<file path="config.mk">
export PLATFORM = sky130hd
export DESIGN_NAME = data_mem_responder
export DESIGN_NICKNAME = d
export VERILOG_FILES = /design/src/rtl/data_mem_responder.sv
export SDC_FILE = /design/constraint.sdc
export NUM_CORES = 2
export LEC_CHECK = 0
export CORE_MARGIN = 1
export CORE_UTILIZATION = 60
export CTS_BUF_LIST = sky130_fd_sc_hd__clkbuf_4
export DETAILED_ROUTE_END_ITERATION = 10
export GPL_ROUTABILITY_DRIVEN = 0
export PLACE_DENSITY = 0.77
export SLEW_MARGIN = 20
export SYNTH_ARGS = -nofsm -noshare
export SYNTH_HDL_FRONTEND = slang
export SYNTH_SLANG_ARGS = --single-unit
</file>
<file path="constraint.sdc">
create_clock -name clk -period 10.1 [get_ports clk]
set_input_delay 1.515 -clock clk [delete_from_list [all_inputs] [get_ports clk]]
set_output_delay 1.515 -clock clk [all_outputs]
set_load 0.005 [all_outputs]
</file>
<file path="src/rtl/data_mem_responder.sv">
// Single-port data memory behind a valid/ready request/response handshake.
// It serves one load or store at a time after a fixed access latency and flags out-of-range addresses.
module data_mem_responder #(
    parameter int DATA_W      = 8,
    parameter int ADDR_W      = 8,
    parameter int DEPTH       = 256,
    parameter int WAIT_CYCLES = 2
) (
    input  logic              clk,
    input  logic              rst,
    input  logic              req_valid,
    output logic              req_ready,
    input  logic              req_we,
    input  logic [ADDR_W-1:0] req_addr,
    input  logic [DATA_W-1:0] req_wdata,
    output logic              resp_valid,
    input  logic              resp_ready,
    output logic [DATA_W-1:0] resp_rdata,
    output logic              resp_err
);

    localparam int CNT_W = (WAIT_CYCLES > 0) ? $clog2(WAIT_CYCLES + 1) : 1;

    typedef enum logic [1:0] {
        IDLE,
        BUSY,
        RESP
    } state_t;

    state_t            state;
    logic [CNT_W-1:0]  cnt;
    logic              lat_we;
    logic [ADDR_W-1:0] lat_addr;
    logic [DATA_W-1:0] lat_wdata;
    logic [DATA_W-1:0] mem [DEPTH];
    logic              in_range;
    logic              access;

    assign in_range = ({1'b0, lat_addr} < (ADDR_W + 1)'(DEPTH));
    assign access   = (state == BUSY) && (cnt == '0);

    // Storage is deliberately left out of reset; a reset forces IDLE, which blocks any pending write.
    always_ff @(posedge clk) begin
        if (access && lat_we && in_range) begin
            mem[lat_addr] <= lat_wdata;
        end
    end

    // Request/response control; outputs are registered and only change on state transitions.
    always_ff @(posedge clk or posedge rst) begin
        if (rst) begin
            state      <= IDLE;
            req_ready  <= 1'b1;
            resp_valid <= 1'b0;
            resp_rdata <= '0;
            resp_err   <= 1'b0;
            cnt        <= '0;
            lat_we     <= 1'b0;
            lat_addr   <= '0;
            lat_wdata  <= '0;
        end else begin
            case (state)
                IDLE: begin
                    if (req_valid) begin
                        lat_we    <= req_we;
                        lat_addr  <= req_addr;
                        lat_wdata <= req_wdata;
                        cnt       <= CNT_W'(WAIT_CYCLES);
                        req_ready <= 1'b0;
                        state     <= BUSY;
                    end
                end
                BUSY: begin
                    if (cnt != '0) begin
                        cnt <= cnt - CNT_W'(1);
                    end else begin
                        resp_valid <= 1'b1;
                        state      <= RESP;
                        if (!in_range) begin
                            resp_err   <= 1'b1;
                            resp_rdata <= '0;
                        end else if (lat_we) begin
                            resp_err   <= 1'b0;
                            resp_rdata <= '0;
                        end else begin
                            resp_err   <= 1'b0;
                            resp_rdata <= mem[lat_addr];
                        end
                    end
                end
                RESP: begin
                    if (resp_ready) begin
                        resp_valid <= 1'b0;
                        req_ready  <= 1'b1;
                        state      <= IDLE;
                    end
                end
                default: begin
                    state     <= IDLE;
                    req_ready <= 1'b1;
                end
            endcase
        end
    end

endmodule

</file>
* Word level (Yosys, flattened, before mapping) *
Memories as Yosys holds them, arrays and structs flattened.
Cells that the tools add are included.

operators by class
  add/subtract/negate cells = 1
  equal/unequal tests = 6
  mux-type cells = 16
  bitwise operators = 2
  reductions and logical operators = 13

operators with widths
  cell                 number
  $reduce_and 3->1     4
  $mux 2               5
  $mux 8               1
  $mux 1               6
  $ne 2x2->1 const B   3
  $pmux 2 s3           1
  $reduce_bool 2->1    3
  $logic_not 2->1      2
  $pmux 2 s2           1
  $reduce_and 2->1     2
  $pmux 1 s3           1
  $eq 2x1->1 const B   1
  $eq 2x2->1 const B   1
  $logic_and 1x1->1    2
  $ne 2x1->1 const B   1
  $not 1->1            2
  $pmux 1 s2           1
  $sub 2x1->2 const B  1

word-level totals
  bits in registers = 31
  RAM bits = 2048
  input port bits = 21
  output and inout port bits = 11
  memories = 1

memories
  memory  words  width  rd ports  clocked after memory_dff  wr ports  line  source
  mem     256    8      1         0                         1         35    logic [DATA_W-1:0] mem [DEPTH];

* Logic depth before layout (Yosys ltp) *
  depth in word-level cells = 5
  gate-level depth with buffers = 13
  mapped depth without buffers = 9

* Least setup slack after synthesis *
Ideal clock, no wire load.

  kind = reg-to-reg
  from = register lat_wdata[0]
  to = memory mem[0][0], data pin
  data arrival time = 3181 ps
  data required time = 9297 ps
  path slack = 6116 ps
  stages on the path, launching flop included = 1
  path buffers = 0
  period minus slack after synthesis = 3984 ps
  path through = dfrtp_1

RTL lines
  what                      line  source
  start: declaration        34    logic [DATA_W-1:0] lat_wdata;
  start signal: assignment  67    lat_wdata <= req_wdata;
  end: declaration          35

Straight into the memory's write port.

* Worst setup path after layout *
  from = register lat_addr[0]
  to = register resp_rdata[0]

between the ends
  word-level cells in the longest chain between the ends = 2

RTL lines
  what                      line  source
  start: declaration        33    logic [ADDR_W-1:0] lat_addr;
  start signal: assignment  66    lat_addr <= req_addr;
  $mem_v2 256x8             --
  $mux 8                    82    end else if (lat_we) begin
  end signal: assignment    87    resp_rdata <= mem[lat_addr];
  end: declaration          18    output logic [DATA_W-1:0] resp_rdata,

Every way passes these cells.
A chain may end at the register's enable or synchronous reset.

==> impl_metrics.yaml <==
grt:
  grt_pass1_vias: 43400
  grt_antenna_before_repair: 5
  use_met2: 0.427
  grt_use_met1: 0.397
  grt_pass1_wl_mm: 282
  grt_max_degree: 121
  met3_usage: 0.0827
  globalRouteOverflowTotal: 0
  top_usage_layer: "met2"
  grt_usage: 0.286
run_status:
  status: "finished with violations"
  violations: "DRC"
setup_path:
  crit_arrival_ps: 5950
  r2r_start: "lat_addr[0]"
  startpoint_type: "register"
  rr_worst_depth: 8
  required_ps: 11220
  crit_path_start: "lat_addr[0]"
  crit_path_max_fanout: 73
  criticalPathCategory: "reg2reg"
  setup.worst_path.end_class: "register"
sta:
  timing.setup.tns_ps: 0
  max-slew-margin-rel: 0.183
  worst_pin_slew_ps: 1210
  fmax_ghz: 0.207
  finalCritPeriodShare: 0.478
  final_hold_viol_count: 0
  fin_crit_ps: 4830
  clock_skew_ps: 123
  setup-violations-final: 0
  rsz0062_at_grt: "false"
  drv_slew: 0
synth:
  ys_top_cells_by_area: "edfxtp_1, mux4_2, mux2i_1"
  ys_types: 62
  synth_top_area_frac: 0.759
  syn_area_sq_um: 81000
  synth_edf_count: 2048
  synth.net_count: 4072
  async_flop_share: 0.0149
  avgSynthCellArea_sq_um: 20.0
  ys_seq_area_frac: 0.769
  synth-warning-count: 0
  synthFlopType: "edfxtp_1"
  synth_cells: 4050
  ys_ff_latch: 2079
  yosys.area.top_type: "edfxtp_1"
layout:
  nets: 4468
  drive_gt1_frac: 0.277
  synthToLayoutAreaGrowth_pct: 10.2
  nFillCells: 8444
  final_area_sq_um: 89200
clocking:
  clk_latency_ps: 1320
  cts.sinks: 2079
  postCtsSetupBuffers: 0
  clk_pin_slew_worst_paths_ps: 60
  clockRootBuffer: "clkbuf_4"
  cts_repair_resize_count: 0
  cts_tree: "yes"
  cts_made_buffers: 531
  h-tree-depth: 6
  cts_hold_buf: 0
  cts_buffer_depth: 4
route:
  vias_per_cell: 6.53
  drcViolationCount: 7
  drtIter0Drc: 5637
  wire_per_inst_um: 29.3
  drtAntennaViolNets: 0
  wirelength_mm: 192
  drt_first_pass_iters: 11
  vias: 42800
place:
  place_hpwl_mm: 113
  placed_cell_area_sq_um: 82900
  io_buffers: 30
floorplan:
  coreArea_sq_um: 134000
  initial_core_util: 0.606
  rows: 134
  die_h_um: 369
  die_w_um: 369
  die-area_sq_um: 136000
  design.portCount: 32
pwr:
  pwr-share-seq: 0.449
  swShare: 0.333
  internal_power_uw: 16900
  comb_power_share: 0.283
  vdd_drop_max_uv: 234
  power-per-cell-area_nw_per_um2: 285
  power_leakage_uw: 0.0288
  pwr-share-clk: 0.268
  switchingPower_uw: 8470
hold_path:
  hold_depth: 1
  hold_class: "reg2reg"
  hp-start: "lat_we"
run:
  cap_viol_max_count: 0
power groups by stage:
stage	combinational (uW)	sequential (uW)	clock, uW
global placement	6900	11600	0
finish	7190	11400	6810
global route	7500	11400	7320
detailed placement	7030	11600	0
floorplan	4380	12000	0
CTS	7040	11500	6890
per-layer routing:
| metal | vias up | wire length [um] |
|---|---|---|
| met5 | - | 23 |
| met4 | 4 | 7370 |
| met3 | 508 | 23300 |
| met2 | 2824 | 90400 |
| met1 | 21700 | 71200 |
| li1 | 17800 | - |
Yosys cell counts (25+ instances only):
master / instances
buf_4: 52
nand2_1: 113
nor3_1: 25
a31oi_1: 27
a221oi_1: 33
buf_2: 58
nand3_1: 30
mux2_2: 63
edfxtp_1: 2048
mux4_2: 370
a22oi_1: 71
mux2i_1: 294
o21ai_0: 49
a21oi_1: 52
dfrtp_1: 30
nor2_1: 307
clkbuf_1: 103
o22ai_1: 88
final cells by class:
cell class / count / area (sq um) / area share
diodes: 9 / 22.5 / 0.000252
clock buffers: 757 / 5680 / 0.0637
clock inverters: 118 / 593 / 0.00665
inverters: 12 / 47.5 / 0.000533
multi-input cells: 1719 / 17400 / 0.195
flip-flops and latches: 2079 / 62300 / 0.698
well taps: 1768 / 2210 / 0.0248
repair buffers: 103 / 955 / 0.0107
worst paths after layout:
check / end / slack [ps]
max in group asynchronous: lat_addr[1] / 8970
hold reg to reg: lat_we / 560
min in group asynchronous: resp_rdata[7] / 660
hold / removal: lat_we / 560
setup reg to reg: resp_rdata[0] / 5270
setup / recovery: resp_rdata[0] / 5270
cells by family after synthesis:
kind of cell    share of synthesized area
buf+inv                            0.0167
mux                                 0.148
simple gates                       0.0304
compound gates                     0.0359
flops                               0.769
other cells                     0.0000463
fa+ha+maj                        0.000154
registers in the layout, summed over array words and instances, names as in the netlist:
name        count
mem          2048
lat_addr        8
req_ready       1
lat_wdata       8
resp_rdata      8
cnt             2
resp_valid      1
state           2
lat_we          1
critical path, stage by stage (launching register included):
cell and delay, ps:
dfrtp_4 1010, buf_12 520, nor2b_4 590, buf_4 590, a22oi_1 190, a32oi_1 290, o21ai_0 180, o21ai_0 960
a221oi_1 170
layout by cell type (no fill, tap or decap), types with 9 or more instances in the layout:
| cell type | n |
|---|---|
| edfxtp_1 | 2048 |
| clkbuf_4 | 757 |
| mux4_2 | 370 |
| nor2_1 | 304 |
| mux2i_1 | 294 |
| nand2_1 | 109 |
| clkinv_1 | 89 |
| o22ai_1 | 88 |
| a22oi_1 | 71 |
| mux2_2 | 63 |
| buf_4 | 63 |
| a21oi_1 | 52 |
| o21ai_0 | 49 |
| a221oi_1 | 33 |
| nand3_1 | 30 |
| clkdlybuf4s50_1 | 30 |
| a31oi_1 | 27 |
| nor3_1 | 25 |
| nor2b_1 | 18 |
| dfrtp_1 | 17 |
| a32oi_1 | 16 |
| inv_2 | 16 |
| a211oi_1 | 15 |
| nor4_1 | 13 |
| inv_1 | 11 |
| nand2b_1 | 11 |
| o221ai_1 | 11 |
| dfrtp_4 | 11 |
| nand4_1 | 10 |
| diode_2 | 9 |
| o21ai_1 | 9 |
per-stage QoR:
stage	total power, uW	std cells	worst slack, ps	hold slack (ps)	util
2_1_floorplan	16300	4050	6120	495	-
3_3_place_gp	18500	5679	5290	518	0.620
3_5_place_dp	18700	5679	5240	538	0.620
4_1_cts	25400	6554	5270	551	0.667
5_1_grt	26300	6565	4980	564	0.668
6_report	25400	6565	5270	562	0.668
No activity file was read; power rests on OpenSTA's default activity.
